[config.mk]
export PLATFORM = sky130hd
export DESIGN_NAME = uart_rx_fifo
export DESIGN_NICKNAME = d
export VERILOG_FILES = /design/src/rtl/utils.sv /design/src/rtl/uart_rx_fifo.sv
export SDC_FILE = /design/constraint.sdc
export NUM_CORES = 1
export LEC_CHECK = 0
export CAP_MARGIN = 20
export CORE_ASPECT_RATIO = 0.6
export CORE_MARGIN = 2
export CORE_UTILIZATION = 50
export CTS_BUF_LIST = sky130_fd_sc_hd__clkbuf_16
export DETAILED_ROUTE_END_ITERATION = 16
export DONT_BUFFER_PORTS = 1
export GPL_ROUTABILITY_DRIVEN = 0
export GPL_TIMING_DRIVEN = 0
export MAX_ROUTING_LAYER = met4
export PLACE_DENSITY_LB_ADDON = 0.2
export SETUP_SLACK_MARGIN = 0.5
export SLEW_MARGIN = 20
export SYNTH_ARGS = -nofsm -noshare
export SYNTH_HDL_FRONTEND = slang
export SYNTH_SLANG_ARGS = --single-unit
[constraint.sdc]
create_clock -name clk -period 4.15 [get_ports clk]
set_clock_uncertainty 0.2 [all_clocks]
set_input_delay 0.415 -clock clk [delete_from_list [all_inputs] [get_ports clk]]
set_output_delay 0.415 -clock clk [all_outputs]
set_load 0.02 [all_outputs]
[src/rtl/utils.sv]
// Shared project constants used as defaults by the serial peripherals.
package utils;
    localparam int CLK_PER_HALF_BIT = 4;
endpackage

[src/rtl/uart_rx_fifo.sv]
// Parametrised UART receiver: 2-flop synchroniser, 3-sample majority vote,
// start-glitch rejection, break hold-off and a show-ahead RX FIFO.
module uart_rx_fifo #(
    parameter int CLK_PER_HALF_BIT = utils::CLK_PER_HALF_BIT,
    parameter int DATA_BITS        = 8,
    parameter int PARITY           = 0,
    parameter int STOP_BITS        = 1,
    parameter int FIFO_DEPTH       = 16
) (
    input  logic                            clk,
    input  logic                            rstn,
    input  logic                            rxd,
    output logic [DATA_BITS-1:0]            rdata,
    output logic                            rperr,
    output logic                            rferr,
    output logic                            rvalid,
    input  logic                            rready,
    output logic                            overrun,
    input  logic                            overrun_clr,
    output logic [$clog2(FIFO_DEPTH+1)-1:0] level
);

    localparam int CW = $clog2(2 * CLK_PER_HALF_BIT);
    localparam int AW = $clog2(FIFO_DEPTH);
    localparam int LW = $clog2(FIFO_DEPTH + 1);
    localparam int FW = DATA_BITS + 2;

    localparam logic [CW-1:0] C_HM1 = CW'(CLK_PER_HALF_BIT - 1);
    localparam logic [CW-1:0] C_H   = CW'(CLK_PER_HALF_BIT);
    localparam logic [CW-1:0] C_HP1 = CW'(CLK_PER_HALF_BIT + 1);
    localparam logic [CW-1:0] C_END = CW'(2 * CLK_PER_HALF_BIT - 1);

    localparam logic [2:0] LAST_DATA = 3'(DATA_BITS - 1);
    localparam logic [2:0] LAST_STOP = 3'(STOP_BITS - 1);
    localparam logic       PAR_ODD   = (PARITY == 2);

    typedef enum logic [2:0] {
        S_IDLE,
        S_START,
        S_DATA,
        S_PARITY,
        S_STOP,
        S_BREAK
    } state_t;

    logic [1:0]           sync;
    logic                 rxs;
    state_t               state, state_n;
    logic [CW-1:0]        cnt, cnt_n;
    logic [2:0]           bit_idx, bit_n;
    logic                 s0, s0_n, s1, s1_n;
    logic [DATA_BITS-1:0] shreg, shreg_n;
    logic                 perr, perr_n;
    logic                 ferr, ferr_n;
    logic                 vote, at_vote, bit_end, frame_ferr;
    logic                 push_req;
    logic [FW-1:0]        push_word;

    assign rxs = sync[1];

    // Third sample is taken live at cnt = H+1, so the decision uses no extra flop.
    assign vote       = (s0 & s1) | (s0 & rxs) | (s1 & rxs);
    assign at_vote    = (cnt == C_HP1);
    assign bit_end    = (cnt == C_END);
    assign frame_ferr = ferr | ~vote;
    assign push_word  = {frame_ferr, perr, shreg};

    always_ff @(posedge clk) begin
        // NOTE: sequential state uses non-blocking assignments so every flop
        // samples the pre-edge values regardless of statement order.
        if (!rstn) begin
            sync    <= 2'b11;
            state   <= S_IDLE;
            cnt     <= '0;
            bit_idx <= '0;
            s0      <= 1'b1;
            s1      <= 1'b1;
            shreg   <= '0;
            perr    <= 1'b0;
            ferr    <= 1'b0;
        end else begin
            sync    <= {sync[0], rxd};
            state   <= state_n;
            cnt     <= cnt_n;
            bit_idx <= bit_n;
            s0      <= s0_n;
            s1      <= s1_n;
            shreg   <= shreg_n;
            perr    <= perr_n;
            ferr    <= ferr_n;
        end
    end

    always_comb begin
        // NOTE: every output of this block is defaulted first, so no path
        // through the case statement can leave one unassigned (no latches).
        state_n  = state;
        cnt_n    = cnt;
        bit_n    = bit_idx;
        s0_n     = s0;
        s1_n     = s1;
        shreg_n  = shreg;
        perr_n   = perr;
        ferr_n   = ferr;
        push_req = 1'b0;

        if (state != S_IDLE && state != S_BREAK) begin
            cnt_n = bit_end ? '0 : cnt + CW'(1);
            if (cnt == C_HM1) s0_n = rxs;
            if (cnt == C_H)   s1_n = rxs;
        end

        case (state)
            S_IDLE: begin
                cnt_n  = '0;
                bit_n  = '0;
                perr_n = 1'b0;
                ferr_n = 1'b0;
                if (!rxs) begin
                    state_n = S_START;
                    cnt_n   = CW'(1);
                end
            end
            S_START: begin
                if (at_vote && vote) begin
                    state_n = S_IDLE;
                    cnt_n   = '0;
                end else if (bit_end) begin
                    state_n = S_DATA;
                    bit_n   = '0;
                end
            end
            S_DATA: begin
                if (at_vote) shreg_n = {vote, shreg[DATA_BITS-1:1]};
                if (bit_end) begin
                    if (bit_idx == LAST_DATA) begin
                        bit_n   = '0;
                        state_n = (PARITY != 0) ? S_PARITY : S_STOP;
                    end else begin
                        bit_n = bit_idx + 3'd1;
                    end
                end
            end
            S_PARITY: begin
                if (at_vote) perr_n = ((^shreg) ^ vote) != PAR_ODD;
                if (bit_end) begin
                    state_n = S_STOP;
                    bit_n   = '0;
                end
            end
            S_STOP: begin
                // The last stop bit ends at its vote so the next start edge is
                // caught with half a bit of margin.
                if (at_vote) begin
                    if (bit_idx == LAST_STOP) begin
                        push_req = 1'b1;
                        state_n  = frame_ferr ? S_BREAK : S_IDLE;
                        cnt_n    = '0;
                        bit_n    = '0;
                    end else begin
                        ferr_n = frame_ferr;
                    end
                end else if (bit_end) begin
                    bit_n = bit_idx + 3'd1;
                end
            end
            S_BREAK: begin
                cnt_n = '0;
                if (rxs) state_n = S_IDLE;
            end
            default: begin
                state_n = S_IDLE;
                cnt_n   = '0;
                bit_n   = '0;
            end
        endcase
    end

    logic [FW-1:0] mem [FIFO_DEPTH];
    logic [AW-1:0] wr_ptr, rd_ptr;
    logic [LW-1:0] count;
    logic          full, do_pop, do_push;
    logic [FW-1:0] head;

    assign full    = (count == LW'(FIFO_DEPTH));
    assign rvalid  = (count != '0);
    assign do_pop  = rvalid & rready;
    assign do_push = push_req & (~full | do_pop);
    assign head    = mem[rd_ptr];

    // Storage is unreset, so the head is gated to read as zero while empty.
    assign rdata = rvalid ? head[DATA_BITS-1:0] : '0;
    assign rperr = rvalid & head[DATA_BITS];
    assign rferr = rvalid & head[DATA_BITS+1];
    assign level = count;

    // NOTE: the storage array has no reset; validity is tracked by the
    // pointers and count, which keeps it mappable to plain RAM.
    always_ff @(posedge clk) begin
        if (do_push) mem[wr_ptr] <= push_word;
    end

    always_ff @(posedge clk) begin
        if (!rstn) begin
            wr_ptr  <= '0;
            rd_ptr  <= '0;
            count   <= '0;
            overrun <= 1'b0;
        end else begin
            if (do_push) wr_ptr <= wr_ptr + AW'(1);
            if (do_pop)  rd_ptr <= rd_ptr + AW'(1);
            case ({do_push, do_pop})
                2'b10:   count <= count + LW'(1);
                2'b01:   count <= count - LW'(1);
                default: count <= count;
            endcase
            if (overrun_clr)
                overrun <= 1'b0;
            else if (push_req && !do_push)
                overrun <= 1'b1;
        end
    end

endmodule

Yosys cells after proc, flatten, opt, wreduce, memory -nomap -nowiden
Memory sizes are Yosys's and may differ from the RTL's. A register that Yosys moved wholly into a read port is not among the register bits. Cells that the tools add are included.

Output and inout port bits: 17. Bits in writable memories: 160. Memories kept: 1. Input bits: 5. Flip-flop bits (word level): 37.

Memory list: mem (words 16, width 10, rd ports 1, clocked after Yosys merged registers in 1, write ports 1, RTL line uart_rx_fifo.sv:179) `logic [FW-1:0] mem [FIFO_DEPTH];`.

Add/sub/neg operators: 6. Bitwise logic cells: 16. Reduce and logical (&&, ||, !) cells: 21. Eq/ne operators: 27. Multiplexer cells: 40.

Operators with widths (count): $mux 3 (22); $ne 2x2->1 const B (10); $eq 3x3->1 const B (6); $pmux 3 s6 (1); $pmux 3 s5 (1); $ne 3x3->1 const B (4); $pmux 3 s4 (1); $pmux 5 s2 (1); $eq 3x2->1 const B (3); $mux 1 (9); $add 4x1->4 const B (2); $mux 4 (2); $mux 8 (1); $reduce_and 2->1 (4); $reduce_and 8->1 (1); $reduce_xor 8->1 (1); $and 1x1->1 (7); $add 3x1->3 const B (2); $logic_not 3->1 (2); $reduce_bool 2->1 (3); $add 5x1->5 const B (1); $eq 5x5->1 const B (1); $reduce_and 5->1 (1); $reduce_bool 5->1 (1); other kinds (13) (23).

Logic depth before layout (Yosys ltp)
Depth after elaboration: 9. Depth in mapped cells: 11.

Worst setup path before layout
Ideal clock, no wire load.

Path kind: register to register. Start point: register cnt[0]. End point: memory mem[3][0] in the netlist's numbering (enable). Data arrival time: 2.204 ns. Slack: 1.356 ns. Cell stages (with the launch flop): 6. Path through: dfxtp_1 ha_1 nand4bb_2 a311oi_4 nand2_1 nor3_1.

Longest elaborated chain between the ends: 6.

Ends and longest elaborated chain: start: declaration (RTL line uart_rx_fifo.sv:49) `logic [CW-1:0] cnt, cnt_n;`; start signal: assignment (RTL line uart_rx_fifo.sv:84) `cnt <= cnt_n;`; $eq 3x3->1 (RTL line uart_rx_fifo.sv:63) `assign at_vote = (cnt == C_HP1);`; $mux 1 (RTL line uart_rx_fifo.sv:154) `if (at_vote) begin`; $mux 1 (RTL line uart_rx_fifo.sv:113) `case (state)`; $and 1x1->1 (RTL line uart_rx_fifo.sv:188) `assign do_push = push_req & (~full | do_pop);`; $mux 1 (RTL line uart_rx_fifo.sv:200) `if (do_push) mem[wr_ptr] <= push_word;`; $mux 1 (implied by the code) (RTL line uart_rx_fifo.sv:200); end: declaration (RTL line uart_rx_fifo.sv:179).

No other way between the ends.

Worst setup path after layout
Start point: register cnt[0]. End point: memory mem[4][2] in the netlist's numbering (enable).

The elaborated chain is that of the path after synthesis.

==> flow_metrics.tcl <==
set metrics [dict create \
    area_growth_pct 10.85 \
    ys_warn_count 0 \
    synthTopCellsByArea "edfxtp_1 57%, mux4_2 10%, dfxtp_1 9.7%" \
    max_freq_ghz 0.3039 \
    syn_inst 490 \
    path_class "register to register" \
    max-cap-violations 0 \
    setup_viol 0 \
    portBuffers 0 \
    grt_use_total 0.2042 \
    worst_setup_path_start_kind "register" \
    clockBufferDepth 3 \
    cp.required_ns 4.06 \
    grt_max_degree 20 \
    cts_tree "yes" \
    critPathMaxStageDelay_ns 0.87 \
    hpwlAfterDp_mm 11.36 \
    maxSlewHeadroom 0.2986 \
    hp-class "input pin to register" \
    outcome "complete, no violations" \
    drt_iter0_drc 564 \
    syn_area_sq_um 8421 \
    mostFrequentLayoutCell "edfxtp_1" \
    tns_ns 0 \
    numCtsBuffers 19 \
    ys_seq_area_frac 0.6681 \
    synth_edf_count 160 \
    ys_async_sr_fraction 0 \
    grt_pass1_wl_mm 26.14 \
    seqCellArea_sq_um 5625 \
    rr_startpoint "cnt[0]$_SDFF_PN0_" \
    route.vias.total 4406 \
    hold_viol_final 0 \
    path_buf_inv 0 \
    min_from "rstn" \
    top_level_ports 22 \
    cp.arrival_ns 3.20 \
    route.detailed.drc 0 \
    antenna_cells 0 \
    p_leak_nw 3.117 \
    fillers 1241 \
    total_power_mw 4.916 \
    first_global_vias 4316 \
    root_buffer "clkbuf_16" \
    syn_nets 512 \
    final_cell_mix "160 x edfxtp_1, 41 x dfxtp_1, 40 x nor2_1, 38 x mux4_2, 20 x nand2_1" \
    multi_input_area_sq_um 2628 \
    r2r_cells 5 \
    path_delay_family "simple AND/OR/NAND/NOR gates" \
    row_count 36 \
    clk_latency_ns 0.49 \
    syn_avg_cell_area_sq_um 17.18 \
    grt_overflow 0 \
    powerDensity_nw_per_um2 526.7 \
    dieHeight_microns 104.5 \
    path_clk_slew_ns 0.06 \
    vdd_drop_max_mv 0.2240 \
    synth_seq_cells 201 \
    slew_violations 0 \
    firstDrtPassIters 5 \
    drive_above_1_share 0.1808 \
    cts.sinks 201 \
    final_nets 540 \
    viasPerCell 5.805 \
    die_x_microns 171.5 \
    critPathSlowestCell "nor2_1" \
    ys_types 60 \
    fp.coreArea_sq_um 16350 \
    routed_wl_mm 17.08 \
    htreeDepth 1 \
    whs_path_depth 2 \
    r2r-end "mem[4][2]$_DFFE_PP_" \
    reg2reg_slack_ns 0.86 \
    postCtsResizedCells 0 \
    yosys.area.top_type "edfxtp_1" \
    dieArea_sq_um 17930 \
    tightestPinTransition_ns 1.048 \
    routedWlPerCell_microns 22.50 \
    synth_ff_type "edfxtp_1" \
    finalCritPeriodShare 0.7930 \
    ant_nets 0 \
    rsz0062_at_grt "false" \
    crit_path_end_kind "register" \
    start_util 0.5150 \
    synth.top_cell.area_share 0.5706 \
    holdPathEnd "cnt[2]$_SDFF_PN0_" \
    antenna_found_initial 1 \
    crit_chain "ha_1 > nand4bb_2 > a311oi_4 > nand2_1 > nor2_1" \
    hold_ws_ns 0.05590 \
    cp_max_fo 10 \
    fin_crit_ns 3.291 \
]
## how the worst max path moves through the flow
stage	start	endpoint	slack, ns	cells after the start
CTS	register	rdata[5]	0.83	4
detailed placement	cnt[0]$_SDFF_PN0_	mem[4][2]$_DFFE_PP_	0.88	5
finish	cnt[0]$_SDFF_PN0_	mem[4][2]$_DFFE_PP_	0.86	5
global placement	cnt[0]$_SDFF_PN0_	mem[3][8]$_DFFE_PP_	0.48	5
global route	cnt[0]$_SDFF_PN0_	mem[7][3]$_DFFE_PP_	0.68	5
floorplan	cnt[0]$_SDFF_PN0_	mem[3][0]$_DFFE_PP_	1.36	5
## timing repair
action                                  4_1_cts  5_1_grt
endpoints found under the hold margin         7        0
buffers inserted                              0        0
hold buffers                                  3        0
endpoints found under the setup margin        0        0
## cell usage after synthesis, types with 2 or more instances
cell type	number
dfxtp_1	41
o21ai_0	9
xnor2_1	10
o41ai_1	2
buf_1	2
and2_1	11
edfxtp_1	160
buf_4	2
mux4_2	38
nor2_1	41
mux2i_1	17
ha_1	16
nand3_1	5
or3_1	2
inv_1	14
or4_1	2
nor2b_1	2
o311ai_0	2
a21o_1	4
mux4_1	12
nor3_1	6
buf_6	4
xor2_1	4
nand2b_1	8
clkbuf_1	11
nand2_1	20
a21oi_1	12
## metrics by stage
stage | area [sq um] | instances | util | setup slack (ns)
after CTS | 9331 | 759 | 0.5707 | 0.8302
after global routing | 9334 | 759 | 0.5709 | 0.6792
final | 9334 | 759 | 0.5709 | 0.8590
after global placement | 8706 | 718 | 0.5324 | 0.4788
after detailed placement | 8756 | 722 | 0.5355 | 0.8828
after floorplan | 8421 | 490 | - | 1.356
## worst reg2reg max path, delay by kind of cell, from the launching register on
kind                       cells  cell delay (ns)
and+or+nand+nor                3             1.43
AOI/OAI and AO/OA              1             0.59
DFF                            1             0.40
adders and majority gates      1             0.29
## metal layers
layer | wire length, microns | GRT usage
met1 | 8319 | 0.3169
met5 | 0 | -
met4 | 239 | 0.03632
met2 | 7134 | 0.2768
met3 | 1388 | 0.04947
## registers in the layout, summed over array words and instances, names as in the netlist, 2 cells and up, named ones only
signal   cells
shreg        8
rd_ptr       4
state        3
level        5
bit_idx      3
sync         2
cnt          3
mem        160
wr_ptr       4
## power breakdown
| part | switching [mW] | internal [mW] | total [mW] |
|---|---|---|---|
| clock network | 0.713 | 0.836 | 1.55 |
| registers | 0.0831 | 2.18 | 2.27 |
| logic | 0.638 | 0.462 | 1.10 |
| total | 1.43 | 3.48 | 4.92 |
## area by class of cell
| cell class | instances | area share |
|---|---|---|
| clock inverter | 15 | 0.007507 |
| sequential | 201 | 0.6027 |
| timing repair buffer | 7 | 0.006434 |
| buffer | 21 | 0.01434 |
| inverter | 15 | 0.006032 |
| multi-input combinational | 253 | 0.2815 |
| tap | 228 | 0.03056 |
| clock buffer | 19 | 0.05094 |
## kinds of logic after synthesis
logic type                 synth area share
buffers and inverters               0.02258
muxes                                0.1593
xor gates and xnor gates            0.01724
adders and majority gates           0.02734
and+or+nand+nor                     0.06702
AOI/OAI and AO/OA                   0.03849
DFF                                  0.6681
No activity file was read; power rests on OpenSTA's default activity.
